===== src/rtl/div_seq_4b.sv =====
// Sequential restoring divider: one quotient bit per cycle.
// Divide-by-zero short-circuits straight to DONE with a flag.
module div_seq_4b #(
  parameter int WIDTH = 4
) (
  input  logic             clk,
  input  logic             rst_n,
  input  logic             start,
  input  logic [WIDTH-1:0] dividend,
  input  logic [WIDTH-1:0] divisor,
  output logic             busy,
  output logic             done,
  output logic [WIDTH-1:0] quotient,
  output logic [WIDTH-1:0] remainder,
  output logic             div_by_zero
);

  localparam int CW = $clog2(WIDTH + 1);

  typedef enum logic [1:0] {
    IDLE,
    CALC,
    DONE
  } state_t;

  state_t           state;
  logic [WIDTH:0]   rem_q;
  logic [WIDTH-1:0] quo_q;
  logic [WIDTH-1:0] dvs_q;
  logic [CW-1:0]    cnt;

  logic [WIDTH:0]   r_sh;
  logic [WIDTH:0]   trial;
  logic [WIDTH:0]   r_nxt;
  logic [WIDTH-1:0] q_nxt;
  logic             borrow;

  // Trial subtract as add of the one's complement plus one.
  always_comb begin
    r_sh   = {rem_q[WIDTH-1:0], quo_q[WIDTH-1]};
    trial  = r_sh + ~{1'b0, dvs_q}
           + {{WIDTH{1'b0}}, 1'b1};
    borrow = trial[WIDTH];
    r_nxt  = borrow ? r_sh : trial;
    q_nxt  = {quo_q[WIDTH-2:0], ~borrow};
  end

  always_ff @(posedge clk or negedge rst_n) begin
    if (!rst_n) begin
      state       <= IDLE;
      busy        <= 1'b0;
      done        <= 1'b0;
      quotient    <= '0;
      remainder   <= '0;
      div_by_zero <= 1'b0;
      rem_q       <= '0;
      quo_q       <= '0;
      dvs_q       <= '0;
      cnt         <= '0;
    end else begin
      done <= 1'b0;
      unique case (state)
        IDLE, DONE: begin
          if (start) begin
            dvs_q <= divisor;
            rem_q <= '0;
            quo_q <= dividend;
            cnt   <= CW'(WIDTH);
            if (divisor == '0) begin
              state       <= DONE;
              busy        <= 1'b0;
              done        <= 1'b1;
              quotient    <= '1;
              remainder   <= dividend;
              div_by_zero <= 1'b1;
            end else begin
              state <= CALC;
              busy  <= 1'b1;
            end
          end else begin
            state <= IDLE;
            busy  <= 1'b0;
          end
        end
        CALC: begin
          rem_q <= r_nxt;
          quo_q <= q_nxt;
          cnt   <= cnt - CW'(1);
          if (cnt == CW'(1)) begin
            state       <= DONE;
            busy        <= 1'b0;
            done        <= 1'b1;
            quotient    <= q_nxt;
            remainder   <= r_nxt[WIDTH-1:0];
            div_by_zero <= 1'b0;
          end
        end
        default: begin
          state <= IDLE;
          busy  <= 1'b0;
        end
      endcase
    end
  end

endmodule


===== config.mk =====
export PLATFORM = sky130hd
export DESIGN_NAME = div_seq_4b
export DESIGN_NICKNAME = d
export VERILOG_FILES = /design/src/rtl/div_seq_4b.sv
export SDC_FILE = /design/constraint.sdc
export NUM_CORES = 1
export LEC_CHECK = 0
export BUFFER_PORTS_ARGS = -buffer_cell sky130_fd_sc_hd__clkbuf_2
export CAP_MARGIN = 0
export CORE_MARGIN = 1
export CORE_UTILIZATION = 25
export CTS_CLUSTER_SIZE = 10
export DETAILED_ROUTE_END_ITERATION = 10
export SLEW_MARGIN = 20
export SYNTH_ARGS = -nofsm -noshare
export SYNTH_HDL_FRONTEND = slang
export SYNTH_SLANG_ARGS = --single-unit

===== constraint.sdc =====
create_clock -name clk -period 2.5 [get_ports clk]
set_clock_uncertainty 0.15 [all_clocks]
set_input_delay 0.25 -clock clk [delete_from_list [all_inputs] [get_ports clk]]
set_output_delay 0.25 -clock clk [all_outputs]
set_load 0.02 [all_outputs]

Yosys cells after proc, flatten, opt, wreduce, memory -nomap -nowiden. Index checks and enable logic that the tools add are counted.

$add $sub $neg: 3. Bitwise gates (word level): 2. Muxes and demuxes: 30. Equal/unequal tests: 6. Reductions and logical operators: 7.

Operators by type and width (count): $mux W4 (9); $pmux W4 S2 (4); $mux W1 (8); $mux W2 (3); $ne A2 B2 Y1 const B (3); $pmux W1 S2 (3); $pmux W3 S2 (1); $add A5 B1 Y5 const B (1); $add A5 B5 Y5 (1); $not A4 Y5 (1); $logic_not A4 Y1 (1); $pmux W2 S2 (1); $reduce_and A2 Y1 (2); $reduce_and A4 Y1 (1); $eq A3 B1 Y1 const B (1); $mux W3 (1); $sub A3 B1 Y3 const B (1); $eq A2 B1 Y1 const B (1); $eq A2 B2 Y1 const B (1); $logic_not A2 Y1 (1); $reduce_bool A2 Y1 (1); $reduce_or A2 Y1 (1); $not A1 Y1 (1).

Input bits: 11. Output and inout bits: 11. Word-level logic and storage cells: 58. Register bits after elaboration: 28.

Depth between registers and ports, before layout.
Depth in word-level cells: 6. Gate-level depth with buffers: 8. Gate-level depth less buffers: 8.

Worst setup path before layout. Ideal clock, no wire load.

Path kind: flip-flop to flip-flop. Start: register quo_q[3]. End: register remainder[2]. Arrival: 1.806 ns. Setup time: 0.141 ns. Stages on the path, launching flop included: 9. Setup slack: 0.403 ns. Buffers on the path: 0. Clock period less this slack: 2.097 ns. Required time: 2.209 ns. Cell sequence: dfrtp_1 > inv_1 > ha_1 > fa_1 > nand2b_2 > a21oi_4 > nor2_1 > a31oi_1 > a41oi_2.

Longest elaborated chain between the ends: 5.

Ends and longest elaborated chain: start: declaration (RTL line 28) `logic [WIDTH-1:0] quo_q;`; start signal: assignment (RTL line 67) `quo_q <= dividend;`; start signal: assignment (RTL line 87) `quo_q <= q_nxt;`; $add A5 B5 Y5 (RTL line 41) `trial = r_sh + ~{1'b0, dvs_q}`; $add A5 B1 Y5 (RTL line 42) `+ {{WIDTH{1'b0}}, 1'b1};`; $mux W4 (RTL line 44) `r_nxt = borrow ? r_sh : trial;`; $mux W4 (RTL line 89) `if (cnt == CW'(1)) begin`; $pmux W4 S2 (RTL line 62) `unique case (state)`; end signal: assignment (RTL line 74) `remainder <= dividend;`; end signal: assignment (RTL line 94) `remainder <= r_nxt[WIDTH-1:0];`; end: declaration (RTL line 14) `output logic [WIDTH-1:0] remainder,`.

No other way between the ends. The select of a mux whose other input is x is not followed. A chain may end at the register's enable or synchronous reset.

Worst setup path in the final report. Same ends and word-level chain as after synthesis.

==> reports/metrics.csv <==
metric,value,unit
synth.largest_area_cell,dfrtp_1,
arrival,2.28,ns
setup_tns,0,ns
io-pin-count,22,
start_kind,flip-flop,
finalHoldViolCount,0,
crit_buf_inv,1,
synth_top_area_frac,0.4786,
drt-wirelength-per-cell,12.80,µm
cts_htree_levels,1,
netlist_top_cells_count,"dfrtp_1, nand2_1, nor2_1, o21ai_0, inv_1",
core_area,0.005574,mm²
r2r_cells,8,
crit_chain,inv_1 -> ha_1 -> fa_1 -> nand2b_2 -> a21oi_4 -> nor2_1 -> a31oi_1 -> a41oi_2,
tritoncts,done,
use_met2,0.1774,
ys_warn_count,0,
synthArstFlopShare,1.000,
io_buffer_count,21,
grt_util_all_layers,0.1178,
worst_hold_slack,0.06566,ns
synth.most_common_cell,dfrtp_1,
setup_viol,0,
num_vias,1158,
cts.sinks,28,
final_design_area_no_fill,0.001723,mm²
synth_seq_area_share,0.4786,
cap_violations,0,
dpl-instance-area,0.001642,mm²
grt_pass1_vias,1140,
min_period_over_period,0.9093,
clock_path_buffers,2,
die_w,78.52,µm
required,2.51,ns
vias_per_cell,4.632,
status,"finished, final reports clean",
critPathSlowestCell,fa_1,
num_rows,27,
slew_viol_final,0,
syn_to_final_growth,17.69,%
max-vdd-ir-drop,0.4519,mV
grt_max_degree,29,
clkLatencyLatePin,0.28,ns
cts_setup_buffers,0,
grt_busiest_layer,met2,
routabilityCongestion,0.7930,
endpoint,remainder[2],
grt_setup_unrepaired,no,
synth_nets,173,
grt-ovfl-total,0,
critPathTopFamily,adder cells,
synthFlopType,dfrtp_1,
routed_wirelength,3201,µm
dp_cells,245,
drt-pass1-iter-count,4,
ys_seq_elements,28,
hp-start,divisor[0],
drtAntennaViolNets,0,
fmax,439.9,MHz
slowest_delay,0.41,ns
synthCells,155,
met3_usage,0.03140,
die-area,0.006165,mm²
cp_max_fo,10,
hp-class,in2reg,
nets,197,
instances_no_fill,250,
ys_types,33,
leakage,0.7945,nW
crit_cells,8,
drc,0,
grt_pass1_wl,5644,µm
start_util,0.2626,
r2r_slack,0.23,ns
rr_startpoint,quo_q[3],
synth-edff-count,0,
dp_hpwl,2375,µm
netlist_top_cells_area,"dfrtp_1, nand2_1, ha_1, o21ai_0, nor2_1",
clkTransAtPathRegs,0.10,ns
drive_gt1_frac,0.2079,
endpoint_kind,flip-flop,
crit-reg2reg-capture,remainder[2],
max-slew-margin-rel,0.5375,
synth_area,0.001464,mm²
grt_antenna_before_repair,0,
worstSetupPathType,reg2reg,
fp.dieH,78.52,µm
clockRootBuffer,clkbuf_8,
antennaDiodeCount,0,
synth.avg_cell_area,9.445,µm²
power.density,1471,mW/mm²
met1_usage,0.1640,
startpoint,quo_q[3],
numCtsBuffers,3,
worst_pin_slew,0.6938,ns
period_minus_slack,2.273,ns
drt-initial-drc-count,115,
## power by group
group	internal [mW]	leakage, nW	switching, mW	total (mW)
Sequential	0.668	0.329	0.156	0.824
Clock	0.215	0.0357	0.154	0.368
Combinational	0.536	0.430	0.805	1.34
Total	1.42	0.795	1.12	2.53
## worst min path at each step
stage                        end  cells after the start  slack, ns
floorplan                   busy                      0      -0.20
global placement            done                      1       0.19
detailed placement  remainder[1]                      1       0.18
CTS                     dvs_q[0]                      3       0.06
global route            dvs_q[0]                      3       0.08
finish                  dvs_q[0]                      3       0.07
## cells by family after synthesis
group | count (synthesis) | share of synthesized area
compound gates | 34 | 0.1504
xor+xnor | 4 | 0.02907
fa+ha+maj | 7 | 0.06496
buf+inv | 14 | 0.04786
flops | 28 | 0.4786
simple gates | 68 | 0.2291
## sequential cells by signal, summed over array words and instances, names as in the netlist
register	count
state	2
div_by_zero	1
busy	1
remainder	4
quotient	4
dvs_q	4
rem_q	4
done	1
quo_q	4
cnt	3
## worst register-to-register path: cells and delay by family (launching register included)
family / cells / cell delay (ns)
fa+ha+maj: 2 / 0.63
compound gates: 3 / 0.64
buf+inv: 1 / 0.05
simple gates: 2 / 0.30
flops: 1 / 0.39
## final cells by class
class	instances	area, µm²
fill	596	3851
tap	72	90.09
sequential	28	700.7
timing repair buffer	25	137.6
clock inverter	1	30.03
clock buffer	3	41.29
inverter	8	30.03
multi-input combinational	113	693.2
## cells in the final DEF, fill, tap and decap left out, types with 2 or more instances in the layout
| master | Yosys | layout |
|---|---|---|
| a21oi_1 | 6 | 6 |
| clkbuf_8 | 0 | 3 |
| a31oi_1 | 6 | 6 |
| nand2_1 | 25 | 25 |
| ha_1 | 6 | 6 |
| xnor2_1 | 2 | 2 |
| and3_1 | 3 | 3 |
| a211o_1 | 2 | 2 |
| nor2b_1 | 3 | 3 |
| nand2_2 | 2 | 2 |
| dfrtp_1 | 28 | 28 |
| nand2b_1 | 6 | 6 |
| nand3_1 | 6 | 6 |
| inv_1 | 8 | 8 |
| nor3_1 | 2 | 2 |
| clkbuf_2 | 0 | 21 |
| nand4_1 | 2 | 2 |
| nor2_1 | 16 | 16 |
| buf_4 | 2 | 3 |
| o21ai_0 | 14 | 14 |
## routing by layer
layer,wire length (µm),part of all wire
met1,1628,0.51
met3,117,0.037
met5,0,0
met4,32,0.010
met2,1422,0.44
## per-stage QoR
stage	total power, mW	setup WS, ns	util
4_1_cts	2.553	0.2188	0.3091
2_1_floorplan	1.844	0.4027	-
5_1_grt	2.766	0.07227	0.3091
6_report	2.534	0.2267	0.3091
3_5_place_dp	2.176	0.2257	0.2945
3_3_place_gp	2.142	0.3011	0.2945
## what timing repair did
item | in CTS | in global routing
endpoints found under the setup margin | 0 | 0
gates resized for setup | 0 | 0
hold endpoints to repair | 28 | 0
hold buffers | 1 | 0
Note: power is estimated with default switching activity, not from simulation.
